**src/rtl/jump_ctrl.sv**
```systemverilog
// jump_ctrl: button conditioning (2-FF sync + ms-tick debounce), free-running
// 1 ms tick, and single-cycle jump requests with one jump in flight and a
// single buffered request re-armed by the character's landed pulse.
module jump_ctrl #(
  parameter int CLK_FREQ_HZ    = 40000000,
  parameter int DEBOUNCE_MS    = 10,
  parameter int AIR_TIMEOUT_MS = 200
) (
  input  logic clk,
  input  logic rst,
  input  logic game_en,
  input  logic btn_left,
  input  logic btn_right,
  input  logic landed,
  output logic one_ms_tick,
  output logic jump_left,
  output logic jump_right,
  output logic busy
);

  localparam int          DIV       = CLK_FREQ_HZ / 1000;
  localparam logic [15:0] DIV_LAST  = 16'(DIV - 1);
  localparam logic [7:0]  DEB_LIMIT = 8'(DEBOUNCE_MS);
  localparam logic [9:0]  AIR_LIMIT = 10'(AIR_TIMEOUT_MS);

  typedef enum logic {
    S_READY = 1'b0,
    S_AIR   = 1'b1
  } state_t;

  typedef enum logic [1:0] {
    P_NONE  = 2'd0,
    P_LEFT  = 2'd1,
    P_RIGHT = 2'd2
  } pend_t;

  // ---------------------------------------------------------------------------
  // 1 ms tick
  // ---------------------------------------------------------------------------
  logic [15:0] tick_cnt_reg;
  logic        tick_reg;

  // Divider wraps at DIV-1; the registered tick fires on the DIV-th clock after reset.
  always_ff @(posedge clk) begin
    if (rst) begin
      tick_cnt_reg <= 16'd0;
      tick_reg     <= 1'b0;
    end else begin
      tick_reg     <= (tick_cnt_reg == DIV_LAST);
      tick_cnt_reg <= (tick_cnt_reg == DIV_LAST) ? 16'd0 : tick_cnt_reg + 16'd1;
    end
  end

  // ---------------------------------------------------------------------------
  // Per-button synchroniser, debounce and press-event detection
  // bit 0 = left, bit 1 = right
  // ---------------------------------------------------------------------------
  logic [1:0] btn_raw;
  logic [1:0] press_evt;

  assign btn_raw = {btn_right, btn_left};

  genvar gi;
  generate
    for (gi = 0; gi < 2; gi++) begin : g_btn
      logic       meta_reg;
      logic       sync_reg;
      logic       stable_reg;
      logic       stable_d_reg;
      logic       press_reg;
      logic [7:0] deb_cnt_reg;

      // Sync the raw level, accept a new level after DEBOUNCE_MS ticks, flag rising edges.
      always_ff @(posedge clk) begin
        if (rst) begin
          meta_reg     <= 1'b0;
          sync_reg     <= 1'b0;
          stable_reg   <= 1'b0;
          stable_d_reg <= 1'b0;
          press_reg    <= 1'b0;
          deb_cnt_reg  <= 8'd0;
        end else begin
          meta_reg     <= btn_raw[gi];
          sync_reg     <= meta_reg;
          stable_d_reg <= stable_reg;
          press_reg    <= stable_reg & ~stable_d_reg;
          if (sync_reg == stable_reg) begin
            deb_cnt_reg <= 8'd0;
          end else if (tick_reg) begin
            if (deb_cnt_reg + 8'd1 == DEB_LIMIT) begin
              stable_reg  <= sync_reg;
              deb_cnt_reg <= 8'd0;
            end else begin
              deb_cnt_reg <= deb_cnt_reg + 8'd1;
            end
          end
        end
      end

      assign press_evt[gi] = press_reg;
    end
  endgenerate

  // ---------------------------------------------------------------------------
  // Jump FSM
  // ---------------------------------------------------------------------------
  state_t     state_reg, state_next;
  pend_t      pend_reg, pend_next, pend_cap;
  logic [9:0] air_reg, air_next;
  logic       jump_left_reg, jump_right_reg, busy_reg;
  logic       jl_next, jr_next;
  logic       single_l, single_r, jump_guard;

  // Presses on both buttons in the same cycle cancel each other.
  assign single_l   = press_evt[0] & ~press_evt[1];
  assign single_r   = press_evt[1] & ~press_evt[0];
  // A landed arriving right after a pulse is ignored so pulses never abut.
  assign jump_guard = jump_left_reg | jump_right_reg;

  // Next state, buffered request, air timer and jump pulses.
  always_comb begin
    state_next = state_reg;
    pend_next  = pend_reg;
    air_next   = air_reg;
    jl_next    = 1'b0;
    jr_next    = 1'b0;
    pend_cap   = pend_reg;

    // A press in the landing cycle is captured before landed consumes it.
    if (pend_reg == P_NONE) begin
      if (single_l)      pend_cap = P_LEFT;
      else if (single_r) pend_cap = P_RIGHT;
    end

    if (!game_en) begin
      state_next = S_READY;
      pend_next  = P_NONE;
      air_next   = 10'd0;
    end else begin
      case (state_reg)
        S_READY: begin
          if (single_l || single_r) begin
            jl_next    = single_l;
            jr_next    = single_r;
            state_next = S_AIR;
            air_next   = 10'd0;
          end
        end
        S_AIR: begin
          if (landed && !jump_guard) begin
            air_next  = 10'd0;
            pend_next = P_NONE;
            if (pend_cap != P_NONE) begin
              jl_next = (pend_cap == P_LEFT);
              jr_next = (pend_cap == P_RIGHT);
            end else begin
              state_next = S_READY;
            end
          end else if (tick_reg && (air_reg + 10'd1 == AIR_LIMIT)) begin
            state_next = S_READY;
            pend_next  = P_NONE;
            air_next   = 10'd0;
          end else begin
            pend_next = pend_cap;
            if (tick_reg) air_next = air_reg + 10'd1;
          end
        end
        default: begin
          state_next = S_READY;
          pend_next  = P_NONE;
          air_next   = 10'd0;
        end
      endcase
    end
  end

  // State register and registered outputs.
  always_ff @(posedge clk) begin
    if (rst) begin
      state_reg      <= S_READY;
      pend_reg       <= P_NONE;
      air_reg        <= 10'd0;
      jump_left_reg  <= 1'b0;
      jump_right_reg <= 1'b0;
      busy_reg       <= 1'b0;
    end else begin
      state_reg      <= state_next;
      pend_reg       <= pend_next;
      air_reg        <= air_next;
      jump_left_reg  <= jl_next;
      jump_right_reg <= jr_next;
      busy_reg       <= (state_next == S_AIR);
    end
  end

  assign one_ms_tick = tick_reg;
  assign jump_left   = jump_left_reg;
  assign jump_right  = jump_right_reg;
  assign busy        = busy_reg;

endmodule

```
**config.mk**
```make
export PLATFORM = sky130hd
export DESIGN_NAME = jump_ctrl
export DESIGN_NICKNAME = d
export VERILOG_FILES = /design/src/rtl/jump_ctrl.sv
export SDC_FILE = /design/constraint.sdc
export NUM_CORES = 1
export LEC_CHECK = 0
export ABC_AREA = 1
export BUFFER_PORTS_ARGS = -buffer_cell sky130_fd_sc_hd__buf_2
export CORE_MARGIN = 1
export CORE_UTILIZATION = 61
export DETAILED_ROUTE_END_ITERATION = 12
export PLACE_DENSITY = 0.77
export SYNTH_ARGS = -nofsm -noshare
export SYNTH_HDL_FRONTEND = slang
export SYNTH_SLANG_ARGS = --single-unit
export TNS_END_PERCENT = 100
```
**constraint.sdc**
```tcl
create_clock -name clk -period 1.7 [get_ports clk]
set_input_delay 0.17 -clock clk [delete_from_list [all_inputs] [get_ports clk]]
set_output_delay 0.17 -clock clk [all_outputs]
set_load 0.02 [all_outputs]
```
Word-level counts from Yosys, hierarchy flattened
Index checks and enable logic that the tools add are counted.

Bits in latches: 0. RAM bits: 0. Word-level logic and storage cells: 84. Input port bits: 6. Memories: 0. Bits in read-only memories: 0. Register bits: 58.

Shifts and indexed selects: 0. $add $sub $neg: 4. Equal/unequal tests: 10. Muxes and demuxes: 25. Div/mod/pow operators: 0. Multiply operators: 0. $lt $le $gt $ge: 0. Bitwise logic cells: 13. Reduce and logical (&&, ||, !) cells: 13.

Operator list (number): 10-bit two-way mux (4); 10-bit one-hot mux with 2 select lines (1); 16-bit by 1-bit adder with 16-bit output, second input constant (1); 8-bit by 1-bit adder with 8-bit output, second input constant (2); 16-bit == test, second input constant (1); 8-bit by 4-bit == test with 1-bit output, second input constant (2); 8-bit two-way mux (2); 10-bit by 1-bit adder with 10-bit output, second input constant (1); 10-bit by 8-bit == test with 1-bit output, second input constant (1); 1-bit two-way mux (10); 2-bit two-way mux (5); 1-bit inverter (8); 2-bit OR reduction (4); 1-bit one-hot mux with 2 select lines (3); 3-bit AND reduction (2); 1-bit AND (4); 4-bit by 2-bit inequality test with 1-bit output, second input constant (1); 1-bit == test (2); 2-bit by 1-bit == test with 1-bit output, second input constant (1); 2-bit == test, second input constant (1); 1-bit logical AND (2); 2-bit logical NOT (1); 2-bit inequality test, second input constant (1); 2-bit AND reduction (1); other kinds (4) (4).

Longest topological paths before layout
Gate-level depths: netlist of run 1.

Depth in word-level cells: 9. Depth in mapped cells: 10. Depth with buffers taken out: 10.

Worst setup path after synthesis of run 1
Ideal clock, no wire load.

Path type: register to register. From: register air_reg[0]. To: register busy_reg (netlist: busy). Arrival: 1.402 ns. Buffers on the path: 0. Slack: 0.175 ns. Cell stages (with the launch flop): 11. Path through: dfxtp_1 > ha_1 > nand2_1 > nor2_1 > nand2_1 > nand2_1 > nand2_1 > nor2_1 > nand4_2 > nand2_1 > a21oi_1.

Word-level cells in the longest chain between the ends: 6.

Ends and longest elaborated chain: start, declared (line 109) `logic [9:0] air_reg, air_next;`; start signal, assigned (line 189) `air_reg <= air_next;`; 10-bit by 1-bit adder with 10-bit output (line 159) `end else if (tick_reg && (air_reg + 10'd1 == AIR_LIMIT)) begin`; 10-bit by 8-bit == test with 1-bit output (line 159); 1-bit logical AND (line 159); 1-bit two-way mux (line 159); 1-bit two-way mux (line 150) `if (landed && !jump_guard) begin`; 1-bit one-hot mux with 2 select lines (line 140) `case (state_reg)`; end signal, assigned (line 192) `busy_reg <= (state_next == S_AIR);`; end, declared (line 110) `logic jump_left_reg, jump_right_reg, busy_reg;`.

No other way between the ends. A chain may end at the register's enable or synchronous reset.

Final worst setup path of run 1
From: register air_reg[1]. To: register busy_reg (netlist: busy).

Same word-level chain as after synthesis.

==> results of run 1 <==
## placed cells by master, fill, tap and decap left out, types with 8 or more instances in the layout
cell | Yosys | routed
nor2_1 | 58 | 53
clkbuf_8 | 0 | 9
inv_1 | 66 | 66
o21ai_0 | 20 | 19
dfxtp_1 | 58 | 52
buf_4 | 0 | 10
buf_2 | 4 | 9
nand4_1 | 8 | 8
nand2_1 | 88 | 85
nand3_1 | 26 | 24
nor3_1 | 8 | 8
xor2_1 | 12 | 12
a21oi_1 | 31 | 31
## stage by stage
step | setup TNS, ns | std cells
3_5_place_dp | 0 | 484
4_1_cts | 0 | 500
5_1_grt | -0.1380 | 501
6_report | 0 | 501
3_3_place_gp | 0 | 484
2_1_floorplan | 0 | 421
## cell families after synthesis
group	Yosys count	share of synthesized area [%]
fa+ha+maj	9	3.869
xor+xnor	14	4.213
simple gates	207	31.38
compound gates	60	11.05
buf+inv	73	9.587
flops	58	39.90
## worst max-delay path: stages (launching register included)
cell and delay, ns:
dfxtp_2 0.37, ha_2 0.21, nand2_2 0.09, nor2_4 0.14, nand2_1 0.06, nand2_1 0.05
nand2_1 0.06, nor2_1 0.12, nand4_2 0.17, nand2_2 0.14, a21oi_1 0.07
## path summary, 6_finish.rpt
kind / start / to / slack [ns] / depth (start not counted)
max: air_reg[1]$_SDFFE_PP0P_ / busy$_SDFF_PP0_ / 0.09 / 10
min: btn_right / g_btn[1].meta_reg$_SDFF_PP0_ / 0.03 / 3
max reg2reg: air_reg[1]$_SDFFE_PP0P_ / busy$_SDFF_PP0_ / 0.09 / 10
min reg2reg: g_btn[1].stable_d_reg$_SDFF_PP0_ / g_btn[1].press_reg$_SDFF_PP0_ / 0.40 / 1
## area by class of cell
type | count | share of cell area [%]
inverter | 66 | 7.413
clock inverter | 7 | 2.808
sequential | 58 | 34.97
clock buffer | 9 | 3.706
timing repair buffer | 19 | 3.594
tap | 52 | 1.947
multi-input combinational | 290 | 45.56
## cell usage after synthesis (2+ instances only)
master / count / share of area (%)
nand2_1: 88 / 11
nor3_1: 8 / 1.4
nand2_2: 4 / 0.86
nor2_4: 2 / 0.77
nor2_1: 58 / 7.5
buf_2: 4 / 0.69
or2_2: 2 / 0.43
xnor2_1: 2 / 0.60
nand4_1: 8 / 1.7
xor2_1: 12 / 3.6
a31oi_1: 3 / 0.64
ha_1: 9 / 3.9
nand3_1: 26 / 4.5
clkbuf_1: 3 / 0.39
a21oi_1: 31 / 5.3
dfxtp_1: 58 / 40
nor3b_1: 4 / 1.0
o21ai_0: 20 / 3.4
inv_1: 66 / 8.5
nor2_2: 2 / 0.43
## power groups by stage
stage	registers [W]	clock network, W	logic, W
CTS	0.00137	0.00141	0.0000529
global placement	0.00141	0	0.0000520
floorplan	0.00140	0	0.0000334
global route	0.00138	0.00148	0.0000646
finish	0.00138	0.00138	0.0000562
detailed placement	0.00141	0	0.0000529
## repair_timing
| item | in CTS | in global routing |
|---|---|---|
| resized for setup | 1 | 21 |
| setup endpoints to repair | 2 | 15 |
| hold buffers | 0 | 0 |
| pin swaps | 0 | 4 |
| buffers inserted | 0 | 1 |
## metal layers
layer | up-vias | global-route usage (%) | share of wire [%]
li1 | 1385 | - | -
met1 | 1162 | 29.79 | 46
met2 | 47 | 41.56 | 48
met3 | 10 | 9.687 | 4.8
met4 | 0 | 8.667 | 1.4
met5 | - | 0 | 0
==> impl_results.md, run 1 <==
* Area of the multi-input gates at 1523 µm²
* Initial DRC Count at 119
* Switch share at 21.36%
* Initial Util at 65.04%
* Die Span Y at 71.07 µm
* Mapped Area at 2910 µm²
* Gpl congestion at 0.8429
* Clock Tree Buf Depth at 2
* Worst-Margin Slew at 0.4174 ns
* DIE AREA at 5051 µm²
* CP arrival at 1.83 ns
* Largest net degree at the start of global routing at 20
* IO Port Bufs at 9
* Wirelength per Cell at 11.81 µm
* Max Transition Viols Final at 0
* Layout Nets at 459
* Residual DRC at 0
* Post-synth cell types at 31
* Fillers at 354
* Vias in the first global route at 2325
* Worst Setup Start Kind: register
* Num Clock Sinks at 58
* Syn nets at 436
* Asr flop ratio synth at 0%
* Pwr dens at 841.2 nW/µm²
* Yosys warnings at 0
* Sequential share of power at 48.9%
* Int Power at 0.002211 W
* Total vias in the final route at 2604
* Sequential area share after synthesis at 39.90%
* Ports at 10
* Register area at 1169 µm²
* Net switching power at 0.0006004 W
* # H-tree levels at 3
* Core footprint at 4474 µm²
* Unrepaired setup endpoints after global routing: yes
* Crit path time final at 1.609 ns
* Detailed Routing Iterations Pass 1 at 4
* Post-Syn Instances at 421
* Routed Antenna Nets at 0
* Final WS setup at 0.09118 ns
* Ys flop type: dfxtp_1
* Fin util at 74.69%
* Post-Place Setup Slack at 0.02831 ns
* Synth-to-layout area growth at 14.83%
* Aggregate global-route resource usage at 25.08%
* Initial antenna violation count at 0
* Die width at 71.07 µm
* Fin. Hold Viols at 0
* Design Area, Final at 3342 µm²
* Clk pin slew, worst setup/hold paths at 0.07 ns
* Leak pwr at 1.410 nW
* Peak supply drop at 0.0007470 V
* Vias per std cell at 5.198
* Setup Viol. Count Final at 0
* First-pass GRT wire length at 9853 µm
* Max cap viols at 0
* Clk_lat worst skew at 0.34 ns
* Status: completed
* Period utilization at 94.64%
* CTS tree: yes
* Clock network fraction of total power at 49.1%
* Hold WC Path Type: input pin to register
* Post-synth EDFFs at 0
* Total wire length at 5917 µm
* Combinational group share of total power at 2.0%
* Crit path required time at 1.92 ns
* FMAX at 0.6216 GHz
* Min Hold Slack at 0.02763 ns
* Total grt overflow at 0
* #FFs+latches synth at 58
* WS Path Type: register to register
* Post-DP Area at 3057 µm²
* Num CTS Buffers at 9
* Layout cells sized above 1 at 14.92%
* Row Count at 24
* Slew headroom at 72.07%
* Total Power at 0.002811 W
* Clk root buf: clkbuf_8
* Crit path max fanout at 6
* Skew final at 0.005493 ns
* CP Capture Type: register
* Diode count at 0
* HPWL Detailed at 4189 µm
* Synth Area per Inst at 6.913 µm²
Power figures use the tool's default switching activity.
==> inputs of run 2 (changes only) <==
--- a/config.mk
+++ b/config.mk
@@ -5,11 +5,11 @@
 export SDC_FILE = /design/constraint.sdc
 export NUM_CORES = 1
 export LEC_CHECK = 0
-export ABC_AREA = 1
 export BUFFER_PORTS_ARGS = -buffer_cell sky130_fd_sc_hd__buf_2
-export CORE_MARGIN = 1
+export CORE_MARGIN = 2
 export CORE_UTILIZATION = 61
 export DETAILED_ROUTE_END_ITERATION = 12
+export MAX_ROUTING_LAYER = met4
 export PLACE_DENSITY = 0.77
 export SYNTH_ARGS = -nofsm -noshare
 export SYNTH_HDL_FRONTEND = slang
==> run 2 against run 1 <==
The flow now finishes with violations (setup timing). Synthesized area shrank 1.3%. Combinational power shrank 13%. Routed wire length grew 0.44%. Final area grew 3.0%. Global-route usage shrank 0.90 points. Die area grew 4.4%. Flip-flop and latch count is the same. Critical endpoint is now pend_reg[1]$_SDFFE_PP0P_. Largest cell class unchanged.
==> impl_results.md, run 2 <==
* Fillers at 303 (-14%)
* Die Span Y at 72.61 µm (+2.2%)
* Synth area leaders: dfxtp_1 (40%), nor2_1 (6.3%), xor2_1 (6.1%)
* Peak supply drop at 0.0006644 V (-11%)
* Leading area contributor after synthesis: dfxtp_1
* Sequential share of power at 51.2% (+2.3 points)
* Gpl congestion at 0.9274 (+10%)
* R2r setup slk at -0.26 ns (-0.35 ns)
* Net switching power at 0.0005999 W (about the same)
* Layout Nets at 389 (-15%)
* Post-Syn Instances at 337 (-20%)
* Total vias in the final route at 2488 (-4.5%)
* Clock Tree Buf Depth at 2 (unchanged)
* Ys flop type: dfxtp_1
* HPWL Detailed at 3886 µm (-7.2%)
* CTS Hold Buffers Added at 0 (unchanged)
* Vias per std cell at 5.773 (+11%)
* Sequential area share after synthesis at 40.44% (+0.54 points)
* Syn nets at 352 (-19%)
* Most common cell after layout, fill and taps aside: dfxtp_1
* Min Hold Slack at 0.03802 ns (+0.01040 ns)
* Initial Util at 64.61% (-0.43 points)
* Total wire length at 5943 µm (+0.44%)
* Mapped Area at 2872 µm² (-1.3%)
* Worst reg2reg endpoint: pend_reg[1]$_SDFFE_PP0P_
* Layout cells sized above 1 at 23.22% (+8.3 points)
* Num CTS Buffers at 9 (unchanged)
* Clock network fraction of total power at 46.9% (-2.2 points)
* Pwr dens at 778.7 nW/µm² (-7.4%)
* Synth-to-layout area growth at 19.87%
* Hold WC Path Type: input pin to register
* Routed Antenna Nets at 0 (unchanged)
* Worst Setup Start Kind: register
* Register area at 1171 µm² (+0.21%)
* Unrepaired setup endpoints after global routing: yes
* Wirelength per Cell at 13.79 µm (+17%)
* Post-synth top cells: dfxtp_1 (58), nor2_1 (48), nand2_1 (25)
* First-pass GRT wire length at 9597 µm (-2.6%)
* Status: finished with violations
* Setup Viol. Count Final at 10 (+10)
* Max Transition Viols Final at 0 (unchanged)
* IO Port Bufs at 9 (unchanged)
* Area of the multi-input gates at 1672 µm² (+9.8%)
* Crit path required time at 1.91 ns (about the same)
* Num Clock Sinks at 58 (unchanged)
* Detailed Routing Iterations Pass 1 at 5 (+1)
* Fin util at 77.45% (+2.8 points)
* FMAX at 0.5110 GHz (-18%)
* Top cell type's share of synthesized area at 40.44% (+0.54 points)
* Fin. Hold Viols at 0 (unchanged)
* Skew final at 0.005789 ns (+0.0002968 ns)
* Yosys warnings at 0 (unchanged)
* Hold Path Cell Cnt at 2 (-1)
* WS Path Type: register to register
* Combinational group share of total power at 1.8% (-0.2 points)
* Clk root buf: clkbuf_8
* Initial antenna violation count at 0 (unchanged)
* Synth Area per Inst at 8.521 µm² (+23%)
* Leak pwr at 1.260 nW (-11%)
* Total grt overflow at 0 (unchanged)
* Ports at 10 (unchanged)
* Core footprint at 4444 µm² (-0.67%)
* Asr flop ratio synth at 0% (unchanged)
* CP Capture Type: register
* Reg2Reg Depth at 7 (-3)
* CTS tree: yes
* Diode count at 0 (unchanged)
* Aggregate global-route resource usage at 24.19% (-0.90 points)
* # H-tree levels at 3 (unchanged)
* Total Power at 0.002680 W (-4.7%)
* Worst-Margin Slew at 0.5807 ns (+0.1632 ns)
* Setup TNS at -2.178 ns (-2.178 ns)
* Count leader, synth: dfxtp_1
* Clk_lat worst skew at 0.34 ns (about the same)
* Crit path time final at 1.957 ns (+0.3482 ns)
* Post-synth EDFFs at 0 (unchanged)
* Largest net degree at the start of global routing at 16 (-20%)
* Slew headroom at 61.29% (-11 points)
* Initial DRC Count at 241 (+100%)
* FF-to-FF Start: air_reg[3]$_SDFFE_PP0P_
* Clk pin slew, worst setup/hold paths at 0.07 ns (about the same)
* DIE AREA at 5272 µm² (+4.4%)
* #FFs+latches synth at 58 (unchanged)
* Period utilization at 115.1% (+20 points)
* Failing checks: setup timing
* Row Count at 24 (unchanged)
* Hold Crit Start: btn_left
* Switch share at 22.38% (+1.0 points)
* Crit path max fanout at 5 (-1)
* Final WS setup at -0.2570 ns (-0.3482 ns)
* Int Power at 0.002080 W (-5.9%)
* Most frequent cells in the layout: dfxtp_1 (54), nor2_1 (46), buf_4 (34), nand2_1 (24), xor2_1 (19)
* Post-synth cell types at 48 (+55%)
* WHS Endpoint: g_btn[0].meta_reg$_SDFF_PP0_
* Residual DRC at 0 (unchanged)
* Max cap viols at 0 (unchanged)
* CP arrival at 2.17 ns (+0.34 ns)
* Vias in the first global route at 2202 (-5.3%)
* Die width at 72.61 µm (+2.2%)
-- run 2: changes by cell type in the layout (fill, tap and decap cells not counted), sizes merged, moves of 8 or more --
cell,before,now
buf,19,43
xnor2,2,10
o21ai,20,8
xor2,12,20
inv,66,8
nor2b,0,11
a21oi,32,14
nor2,62,48
nand2,92,26
-- run 2: how the worst max path moves through the flow --
| stage | to | start |
|---|---|---|
| after floorplan | air_reg[6]$_SDFFE_PP0P_ | air_reg[1]$_SDFFE_PP0P_ |
| after global placement | air_reg[1]$_SDFFE_PP0P_ | air_reg[2]$_SDFFE_PP0P_ |
| after detailed placement | air_reg[6]$_SDFFE_PP0P_ | air_reg[2]$_SDFFE_PP0P_ |
| after CTS | air_reg[6]$_SDFFE_PP0P_ | air_reg[1]$_SDFFE_PP0P_ |
| after global routing | pend_reg[1]$_SDFFE_PP0P_ | air_reg[1]$_SDFFE_PP0P_ |
| final | pend_reg[1]$_SDFFE_PP0P_ | air_reg[3]$_SDFFE_PP0P_ |
-- run 2: power groups by stage --
| stage | sequential (W) | combinational (W) | clock [W] |
|---|---|---|---|
| after floorplan | 0.00140 | 0.0000345 | 0 |
| after CTS | 0.00137 | 0.0000495 | 0.00127 |
| final | 0.00137 | 0.0000488 | 0.00126 |
| after global placement | 0.00140 | 0.0000483 | 0 |
| after detailed placement | 0.00140 | 0.0000492 | 0 |
| after global routing | 0.00137 | 0.0000553 | 0.00133 |
-- run 2: cell type report --
class / count / area share, %
clock buffers: 13 / 5.234
clock inverters: 3 / 0.5816
inverters: 9 / 0.9815
multi-input cells: 253 / 48.56
flip-flops and latches: 58 / 34.02
well taps: 52 / 1.890
repair buffers: 43 / 8.724
-- run 2: worst max-delay path: stages (launching register included) --
cell	delay [ns]
dfxtp_1	0.42
nand3_4	0.11
or3_4	0.40
a2111oi_4	0.36
buf_4	0.21
nand2_4	0.07
a31oi_1	0.18
nor3_1	0.06
-- run 2: kinds of logic after synthesis --
group / count (synthesis) / synth area share [%]
AOI/OAI and AO/OA: 47 / 11.37
and+or+nand+nor: 161 / 28.67
adders and majority gates: 9 / 3.922
xor gates and xnor gates: 30 / 9.150
buffers and inverters: 26 / 4.357
muxes: 6 / 2.092
DFF: 58 / 40.44
-- run 2: layer usage --
metal | routed length, µm | part of all wire [%] | vias to the layer above | track usage [%]
met5 | 0 | 0 | - | -
met4 | 114 | 1.9 | 0 | 11.52
met3 | 284 | 4.8 | 15 | 6.215
met2 | 2699 | 45 | 62 | 35.25
met1 | 2844 | 48 | 1160 | 31.35
li1 | - | - | 1251 | -
-- run 2: metrics by stage --
| step | cell area, µm² | worst slack [ns] | instances |
|---|---|---|---|
| after floorplan | 2894 | -0.05629 | 337 |
| after global placement | 3153 | -0.1281 | 413 |
| after detailed placement | 3153 | -0.2148 | 413 |
| after CTS | 3354 | -0.1986 | 429 |
| after global routing | 3442 | -0.3513 | 431 |
| final | 3442 | -0.2570 | 431 |
-- run 2: repair_timing --
| action | in CTS | in global routing |
|---|---|---|
| setup buffers | 0 | 2 |
| gates resized for setup | 1 | 19 |
| endpoints found under the setup margin | 10 | 19 |
| pin swaps | 4 | 5 |
